==> src/rtl/csa_pipe_pkg.sv <==
// ---------------------------------------------------------------------------
// csa_pipe_pkg
// Shared definitions for the pipelined carry-select adder (csa_pipe_adder).
//   calc_num_blk() : number of carry-select blocks (= pipeline stages)
//   geometry_ok()  : true when WIDTH is a non-zero multiple of BLK
//   stage_ctl_t    : per-stage registered carry and valid bundle
// ---------------------------------------------------------------------------
package csa_pipe_pkg;

  function automatic int calc_num_blk(input int width, input int blk);
    return width / blk;
  endfunction

  function automatic bit geometry_ok(input int width, input int blk);
    return (blk > 0) && (width >= blk) && ((width % blk) == 0);
  endfunction

  typedef struct packed {
    logic carry;  // carry out of the most recently resolved block
    logic valid;  // this stage holds a live operation
  } stage_ctl_t;

endpackage

==> src/rtl/csa_pipe_adder_if.sv <==
// ---------------------------------------------------------------------------
// csa_pipe_adder_if
// Streaming handshake bundle for csa_pipe_adder.
//   flush              : synchronous clear of all in-flight operations
//   in_valid/in_ready  : operand handshake carrying a, b, cin
//   out_valid/out_ready: result handshake carrying sum, cout
// With CSA_PIPE_SUB_EN defined the bundle also carries sub (operand side)
// and ovf (result side, signed overflow).
// Modports: slave = adder view, master = producer/consumer view.
// ---------------------------------------------------------------------------
interface csa_pipe_adder_if #(
  parameter int WIDTH = 32
);
  logic             flush;
  logic             in_valid;
  logic             in_ready;
  logic [WIDTH-1:0] a;
  logic [WIDTH-1:0] b;
  logic             cin;
  logic             out_valid;
  logic             out_ready;
  logic [WIDTH-1:0] sum;
  logic             cout;
`ifdef CSA_PIPE_SUB_EN
  logic             sub;
  logic             ovf;

  modport slave (
    input  flush, in_valid, a, b, cin, sub, out_ready,
    output in_ready, out_valid, sum, cout, ovf
  );
  modport master (
    output flush, in_valid, a, b, cin, sub, out_ready,
    input  in_ready, out_valid, sum, cout, ovf
  );
`else
  modport slave (
    input  flush, in_valid, a, b, cin, out_ready,
    output in_ready, out_valid, sum, cout
  );
  modport master (
    output flush, in_valid, a, b, cin, out_ready,
    input  in_ready, out_valid, sum, cout
  );
`endif
endinterface

==> src/rtl/csa_block.sv <==
// ---------------------------------------------------------------------------
// csa_block
// Combinational carry-select block of BLK bits. Both carry-in variants are
// computed up front so the late-arriving carry only drives a mux.
//   a, b      : operand slices
//   carry_in  : incoming carry (selects the precomputed variant)
//   sum       : BLK-bit result slice
//   carry_out : carry out of the slice
// ---------------------------------------------------------------------------
module csa_block #(
  parameter int BLK = 8
) (
  input  logic [BLK-1:0] a,
  input  logic [BLK-1:0] b,
  input  logic           carry_in,
  output logic [BLK-1:0] sum,
  output logic           carry_out
);
  logic [BLK:0] s0;
  logic [BLK:0] s1;

  assign s0 = {1'b0, a} + {1'b0, b};
  assign s1 = {1'b0, a} + {1'b0, b} + (BLK+1)'(1);

  assign {carry_out, sum} = carry_in ? s1 : s0;
endmodule

==> src/rtl/csa_pipe_adder.sv <==
// ---------------------------------------------------------------------------
// csa_pipe_adder
// Pipelined carry-select adder: sum = a + b + cin (mod 2^WIDTH), one BLK-bit
// block resolved per stage, latency NUM_BLK cycles, one result per cycle.
// The whole pipe advances as one (adv = !out_valid || out_ready); bubbles
// are not collapsed.
//   clk, rst : rising-edge clock, asynchronous active-high reset
//   bus      : csa_pipe_adder_if.slave (flush, operand and result handshakes)
// Optional feature (macro CSA_PIPE_SUB_EN): bus.sub selects a - b, with cin
// acting as active-low borrow-in; bus.ovf flags signed overflow.
// ---------------------------------------------------------------------------
module csa_pipe_adder
  import csa_pipe_pkg::*;
#(
  parameter int WIDTH = 32,
  parameter int BLK   = 8
) (
  input logic            clk,
  input logic            rst,
  csa_pipe_adder_if.slave bus
);
  localparam int NUM_BLK = calc_num_blk(WIDTH, BLK);
  localparam int LAST    = NUM_BLK - 1;

  if (!geometry_ok(WIDTH, BLK)) begin : g_bad_geometry
    $error("csa_pipe_adder: WIDTH must be a non-zero multiple of BLK");
  end

  // Stage k register: a_q[k] holds completed sum bits below (k+1)*BLK and
  // still-unprocessed operand-a bits above; b_q[k] carries operand b along.
  logic [WIDTH-1:0] a_q   [NUM_BLK];
  logic [WIDTH-1:0] b_q   [NUM_BLK];
  stage_ctl_t       ctl_q [NUM_BLK];

  logic [WIDTH-1:0] a_in  [NUM_BLK];
  logic [WIDTH-1:0] b_in  [NUM_BLK];
  logic             c_in  [NUM_BLK];
  logic             v_in  [NUM_BLK];
  logic [WIDTH-1:0] a_nx  [NUM_BLK];
  logic [BLK-1:0]   s_w   [NUM_BLK];
  logic             co_w  [NUM_BLK];

  logic             adv;
  logic [WIDTH-1:0] b_first;
  logic             c_first;

  assign adv          = !ctl_q[LAST].valid || bus.out_ready;
  assign bus.in_ready = adv;

`ifdef CSA_PIPE_SUB_EN
  // Subtract as a + ~b + 1; cin is an active-low borrow-in, so cin=0 gives a-b.
  assign b_first = bus.sub ? ~bus.b : bus.b;
  assign c_first = bus.sub ? ~bus.cin : bus.cin;
`else
  assign b_first = bus.b;
  assign c_first = bus.cin;
`endif

  // Stage inputs: stage 0 straight from the bus, later stages from the
  // previous stage register.
  // NOTE: every output of an always_comb is assigned on every path (here
  // unconditionally up front) so no latch can be inferred.
  always_comb begin
    a_in[0] = bus.a;
    b_in[0] = b_first;
    c_in[0] = c_first;
    v_in[0] = bus.in_valid;
    for (int k = 1; k < NUM_BLK; k++) begin
      a_in[k] = a_q[k-1];
      b_in[k] = b_q[k-1];
      c_in[k] = ctl_q[k-1].carry;
      v_in[k] = ctl_q[k-1].valid;
    end
  end

  for (genvar g = 0; g < NUM_BLK; g++) begin : g_stage
    csa_block #(.BLK(BLK)) u_blk (
      .a         (a_in[g][g*BLK +: BLK]),
      .b         (b_in[g][g*BLK +: BLK]),
      .carry_in  (c_in[g]),
      .sum       (s_w[g]),
      .carry_out (co_w[g])
    );
  end

  // Next a-word per stage: the slice just resolved overwrites its operand bits.
  always_comb begin
    for (int k = 0; k < NUM_BLK; k++) begin
      a_nx[k]                = a_in[k];
      a_nx[k][k*BLK +: BLK]  = s_w[k];
    end
  end

`ifdef CSA_PIPE_SUB_EN
  logic ovf_nx;
  logic ovf_q;

  // Signed overflow: operands (b already conditioned) share a sign that the
  // final sum does not.
  assign ovf_nx = (a_in[LAST][WIDTH-1] == b_in[LAST][WIDTH-1]) &&
                  (s_w[LAST][BLK-1]   != a_in[LAST][WIDTH-1]);
  assign bus.ovf = ovf_q;

  always_ff @(posedge clk or posedge rst) begin
    if (rst) begin
      ovf_q <= 1'b0;
    end else if (adv) begin
      ovf_q <= ovf_nx;
    end
  end
`endif

  // NOTE: the datapath registers are reset too, not just the valid bits,
  // because sum/cout must read 0 straight out of reset.
  // NOTE: sequential state uses non-blocking assignments so every stage
  // samples the pre-edge value of its predecessor.
  always_ff @(posedge clk or posedge rst) begin
    if (rst) begin
      for (int k = 0; k < NUM_BLK; k++) begin
        a_q[k]   <= '0;
        b_q[k]   <= '0;
        ctl_q[k] <= '0;
      end
    end else begin
      for (int k = 0; k < NUM_BLK; k++) begin
        if (adv) begin
          a_q[k]         <= a_nx[k];
          b_q[k]         <= b_in[k];
          ctl_q[k].carry <= co_w[k];
          ctl_q[k].valid <= v_in[k];
        end
        // flush wins over adv; data may keep stale values behind valid=0.
        if (bus.flush) begin
          ctl_q[k].valid <= 1'b0;
        end
      end
    end
  end

  assign bus.out_valid = ctl_q[LAST].valid;
  assign bus.sum       = a_q[LAST];
  assign bus.cout      = ctl_q[LAST].carry;

endmodule

==> src/flat_wrapper.sv <==
// flat-port wrapper written by rule: the top's interface ports become plain ports
module csa_pipe_adder_flat import csa_pipe_pkg::*;
#(
  parameter int WIDTH = 32,
  parameter int BLK   = 8
)
  (clk, rst, bus_flush, bus_in_valid, bus_a, bus_b, bus_cin, bus_out_ready, bus_in_ready, bus_out_valid, bus_sum, bus_cout);
  csa_pipe_adder_if #(.WIDTH(WIDTH)) bus_i ();
  input logic clk;
  input logic rst;
  input wire logic [$bits(bus_i.flush)-1:0] bus_flush;
  input wire logic [$bits(bus_i.in_valid)-1:0] bus_in_valid;
  input wire logic [$bits(bus_i.a)-1:0] bus_a;
  input wire logic [$bits(bus_i.b)-1:0] bus_b;
  input wire logic [$bits(bus_i.cin)-1:0] bus_cin;
  input wire logic [$bits(bus_i.out_ready)-1:0] bus_out_ready;
  output wire logic [$bits(bus_i.in_ready)-1:0] bus_in_ready;
  output wire logic [$bits(bus_i.out_valid)-1:0] bus_out_valid;
  output wire logic [$bits(bus_i.sum)-1:0] bus_sum;
  output wire logic [$bits(bus_i.cout)-1:0] bus_cout;
  assign bus_i.flush = bus_flush;
  assign bus_i.in_valid = bus_in_valid;
  assign bus_i.a = bus_a;
  assign bus_i.b = bus_b;
  assign bus_i.cin = bus_cin;
  assign bus_i.out_ready = bus_out_ready;
  assign bus_in_ready = bus_i.in_ready;
  assign bus_out_valid = bus_i.out_valid;
  assign bus_sum = bus_i.sum;
  assign bus_cout = bus_i.cout;
  csa_pipe_adder #(.WIDTH(WIDTH), .BLK(BLK)) u_core (.clk(clk), .rst(rst), .bus(bus_i));
endmodule
==> config.mk <==
export PLATFORM = sky130hd
export DESIGN_NAME = csa_pipe_adder_flat
export DESIGN_NICKNAME = d
export VERILOG_FILES = /design/src/rtl/csa_pipe_pkg.sv /design/src/rtl/csa_pipe_adder_if.sv /design/src/rtl/csa_block.sv /design/src/rtl/csa_pipe_adder.sv /design/src/flat_wrapper.sv
export SDC_FILE = /design/constraint.sdc
export NUM_CORES = 1
export LEC_CHECK = 0
export CORE_UTILIZATION = 60
export CTS_CLUSTER_DIAMETER = 50
export DETAILED_ROUTE_END_ITERATION = 8
export PLACE_DENSITY = 0.94
export SYNTH_ARGS = -nofsm -noshare
export SYNTH_HDL_FRONTEND = slang
export SYNTH_SLANG_ARGS = --single-unit
==> constraint.sdc <==
create_clock -name clk -period 14.57 [get_ports clk]
set_input_delay 2.914 -clock clk [delete_from_list [all_inputs] [get_ports clk]]
set_output_delay 2.914 -clock clk [all_outputs]
set_load 0.005 [all_outputs]
Word level (Yosys, flattened, before mapping)

Cells that the tools add are included.
W data, S select, Z words.

Output and inout bits: 35
Bits in registers: 232
Bits of input ports: 70
Word-level logic and storage cells: 38

$add $sub $neg: 8
Reduce and logical (&&, ||, !) cells: 3
Muxes and demuxes: 12

Operators by type and width:

| cell                  | number |
|---|---|
| $add A8 B8 Y9         | 4 |
| $add A9 B1 Y9 const B | 4 |
| $mux W9               | 4 |
| $mux W1               | 8 |
| $reduce_bool A2 Y1    | 1 |
| $logic_not A1 Y1      | 1 |
| $logic_or A1 B1 Y1    | 1 |

Depth between registers and ports, before layout

Word-level depth: 4
Gate-level depth with buffers: 8
Depth with buffers taken out: 8

By module

From an unflattened synthesis, not the netlist that was laid out.

Cells, all modules: 640
Area, all modules: 9460.3 sq um

By module, submodules not included:

| module         | instances | area an instance (sq um) | cells an instance | seq. area each (sq um) |
|---|---|---|---|---|
| csa_pipe_adder | 1         | 7483.4                   | 396               | 4604.4 |
| csa_block      | 4         | 494.2                    | 61                | 0.0 |

Least setup slack after synthesis

OpenSTA, ideal clock, no wires.

Path kind: input to output
Start: in bus_out_ready
End: out bus_in_ready
Data required time: 11656 ps
Path buffers: 3
Stages: 5
Slack: 7930 ps
Arrival time: 3726 ps
Path through: nor2b_1 -> clkbuf_1 -> inv_1 -> clkbuf_1 -> clkbuf_1

Cells in the longest elaborated chain, start to end: 1

Ends and longest elaborated chain:

| element            | line                 | text |
|---|---|---|
| from (decl)        | flat_wrapper.sv:16   | `input wire logic [$bits(bus_i.out_ready)-1:0] bus_out_ready;` |
| $logic_or A1 B1 Y1 | csa_pipe_adder.sv:47 | `assign adv = !ctl_q[LAST].valid \|\| bus.out_ready;` |
| to (decl)          | flat_wrapper.sv:17   | `output wire logic [$bits(bus_i.in_ready)-1:0] bus_in_ready;` |

Every way passes these cells.

Worst setup path after layout

Ends and elaborated chain as after synthesis.

==> key figures <==
Final layout
  – Post-route cell area: 10400 um^2
  – Commonest non-fill, non-tap cell in the layout: nand2_1
  – # diodes: 0
  – Register area: 4600 um^2
  – # fillers: 928
  – Footprint of the multi-input gates: 3920 um^2
  – Fin nets: 1178
  – Commonest cells after routing, fill and taps aside: nand2_1, dfrtp_1, clkdlybuf4s50_1
  – Post-Route Utilization: 0.744
  – Area growth, synth to finish: 19.8%
  – Share of layout cells above drive strength 1: 0.0436

Critical path
  – Worst path bufs/invs: 4
  – Crit path capture type: output port
  – Delay-heaviest family, CP: buffers and inverters
  – Critical path arrival: 5130 ps
  – Crit-path slowest cell: buf_12
  – Crit-path cells: clkdlybuf4s50_1, nor2b_4, buf_12, inv_4, clkdlybuf4s50_1
  – CP startpoint kind: input pin
  – Delay of the slowest cell on the worst path: 570 ps
  – CP Max Fanout: 205
  – Cell repeated most along the worst path: clkdlybuf4s50_1
  – CP Class: input pin to output port
  – CP Data Required Time: 11660 ps

Power and ir drop
  – Worst VDD drop: 0.0000901 V
  – Cell Pwr Density: 132 nW/um^2
  – Pleak: 0.00500 uW

Placement
  – DP HPWL: 11200 um
  – Post-place setup slack: 6530 ps
  – Placer Congestion: 0.834
  – PortBufs: 104
  – Post-DP Area: 9870 um^2

Min path
  – Hold Crit Class: flop to flop

Synth
  – Distinct cells, synth: 61
  – Mean area per synthesized cell: 8.85 um^2
  – Syn Std Cell Area: 8720 um^2
  – Async SR Flop Fraction: 1.00
  – Sequential share of the synthesized area: 0.528
  – Number of flops mapped to enable cells by yosys: 0
  – FF+latch count, synth: 184
  – Cells after synthesis: 986
  – Net Count, Synth: 1096
  – Yosys warnings: 0
  – Most used flip-flop cell after synthesis: dfrtp_1

Clock tree
  – Reg clk slew, reported paths: 60 ps
  – CTS Hold Bufs: 0
  – Root Driver: clkbuf_16
  – Clock Sinks: 184
  – Setup Buffers After CTS: 0
  – TritonCTS Buffers: 17
  – H-tree levels: 4
  – Worst-skew pair later-pin latency: 430 ps
  – Post-CTS Resized: 0
  – CTS Buffer Depth: 2
  – CTS tree: done

Run
  – Max-cap violation count: 0

STA
  – Setup slack after layout: 6530 ps
  – Slew at the pin closest to its max-slew limit: 912 ps
  – Final Critical Period: 8040 ps
  – Final Slew Violations: 0
  – Final hold slack: 465 ps
  – RSZ-0062 raised after global routing: false
  – Fin crit share: 0.552
  – Setup TNS: 0 ps
  – Max transition margin: 0.392
  – Max Freq: 0.124 GHz
  – Final Hold Vio Count: 0
  – Final Setup Violations: 0
  – Clock skew: 6.18 ps

Die
  – Die area: 15000 um^2
  – Starting Density: 0.621
  – Die Ht: 123 um
  – FP Rows: 43
  – I/O pin cnt: 105
  – Core Region: 14000 um^2
  – Die span in x: 123 um

Route
  – Vias: 6827
  – Number of remaining DRC errors: 0
  – Via density: 5.42
  – 1st-pass router iterations: 6
  – 1st-iter DRT viols: 539
  – Antenna Nets Post-Route: 0
  – WL final: 17300 um
  – Routed WL per cell: 13.8 um

Outcome
  – Status: finished clean

GRT
  – First-pass GRT wire length: 29700 um
  – GRT Residual Overflow: 0
  – Initial antenna violation count: 0
  – Global route hottest layer: met2
  – Routing usage on met1: 0.325
  – Global-route usage over all layers: 0.254
  – Vias in the first global route: 6515
  – Largest net degree at the start of global routing: 206
  – Routing usage on met3: 0.0432
  – GR Util met2: 0.429
[where the power goes]
part	internal, uW	leakage (uW)	switching, uW
sequential	592	0.00216	47.6
combinational	145	0.00256	138
clock	271	0.000289	182
[sequential cells by signal, summed over array words and instances (netlist names)]
name                  flops
u_core.bus.out_valid      1
u_core.c_in               3
u_core.b_in              48
u_core.bus.cout           1
u_core.ctl_q              3
u_core.bus.sum           32
u_core.a_in              96
[cell usage after synthesis, drive strengths merged, types with 2 or more instances]
master | n | area (um^2)
a211o | 4 | 35.0
inv | 8 | 30.0
nor4 | 3 | 18.8
nor3 | 9 | 45.0
and2 | 3 | 18.8
buf | 10 | 42.5
or3 | 4 | 25.0
nand3 | 11 | 55.1
a211oi | 7 | 57.6
or2 | 3 | 18.8
and3 | 6 | 37.5
a21o | 10 | 76.3
ha | 36 | 450
fa | 4 | 80.1
nand4 | 8 | 50.1
o31ai | 5 | 42.5
clkbuf | 35 | 131
o2111ai | 2 | 17.5
o21a | 7 | 53.8
a21oi | 25 | 125
mux2i | 4 | 40.0
dfrtp | 184 | 4600
o211ai | 3 | 22.5
nand2 | 474 | 1780
o311ai | 2 | 17.5
xnor2 | 24 | 210
a2111oi | 2 | 17.5
xor2 | 18 | 165
o21ai | 26 | 130
o31a | 3 | 26.3
nor2 | 26 | 97.6
o22ai | 2 | 12.5
[final cells by class]
type,count,area share
clock buffer,20,0.0428
timing repair buffer,108,0.104
inverter,8,0.00359
sequential,184,0.441
tap,180,0.0216
multi-input combinational,749,0.375
clock inverter,10,0.0123
[worst min-delay path, stage by stage, from the launching register on]
cell	delay, ps
dfrtp_1	340
nand2_1	50
nand2_1	50
[cells by family (layout without fill, tap and decap cells)]
family,Yosys count,in the layout,synth area share
multiplexers,4,4,0.00459
XOR/XNOR,42,42,0.0430
flip-flops,184,184,0.528
adder cells (fa/ha/maj),40,40,0.0608
AO/OA/AOI/OAI,108,108,0.0859
AND/OR/NAND/NOR,555,555,0.254
buffers and inverters,53,146,0.0234
[final timing paths]
kind                                    start                 end  slack [ps]  depth (start not counted)
min in group asynchronous                 rst     u_core.b_in[63]        2990                          2
max in group asynchronous                 rst     u_core.a_in[42]       10450                          3
setup / recovery                bus_out_ready        bus_in_ready        6530                          5
hold reg to reg            u_core.bus.sum[11]  u_core.bus.sum[11]         470                          2
setup reg to reg              u_core.b_in[24]  u_core.bus.sum[29]       11790                          8
hold / removal             u_core.bus.sum[11]  u_core.bus.sum[11]         470                          2
[metal layers]
| metal | vias up | wire length [um] |
|---|---|---|
| met3 | 39 | 572 |
| met5 | - | 0 |
| met1 | 3239 | 7410 |
| li1 | 3388 | - |
| met4 | 0 | 426 |
| met2 | 161 | 8930 |
[stage by stage]
step                power [uW]  instances
CTS                       1380       1259
finish                    1370       1259
global route              1450       1259
global placement           910       1229
floorplan                  806        986
detailed placement         926       1229
Power figures use the tool's default switching activity.
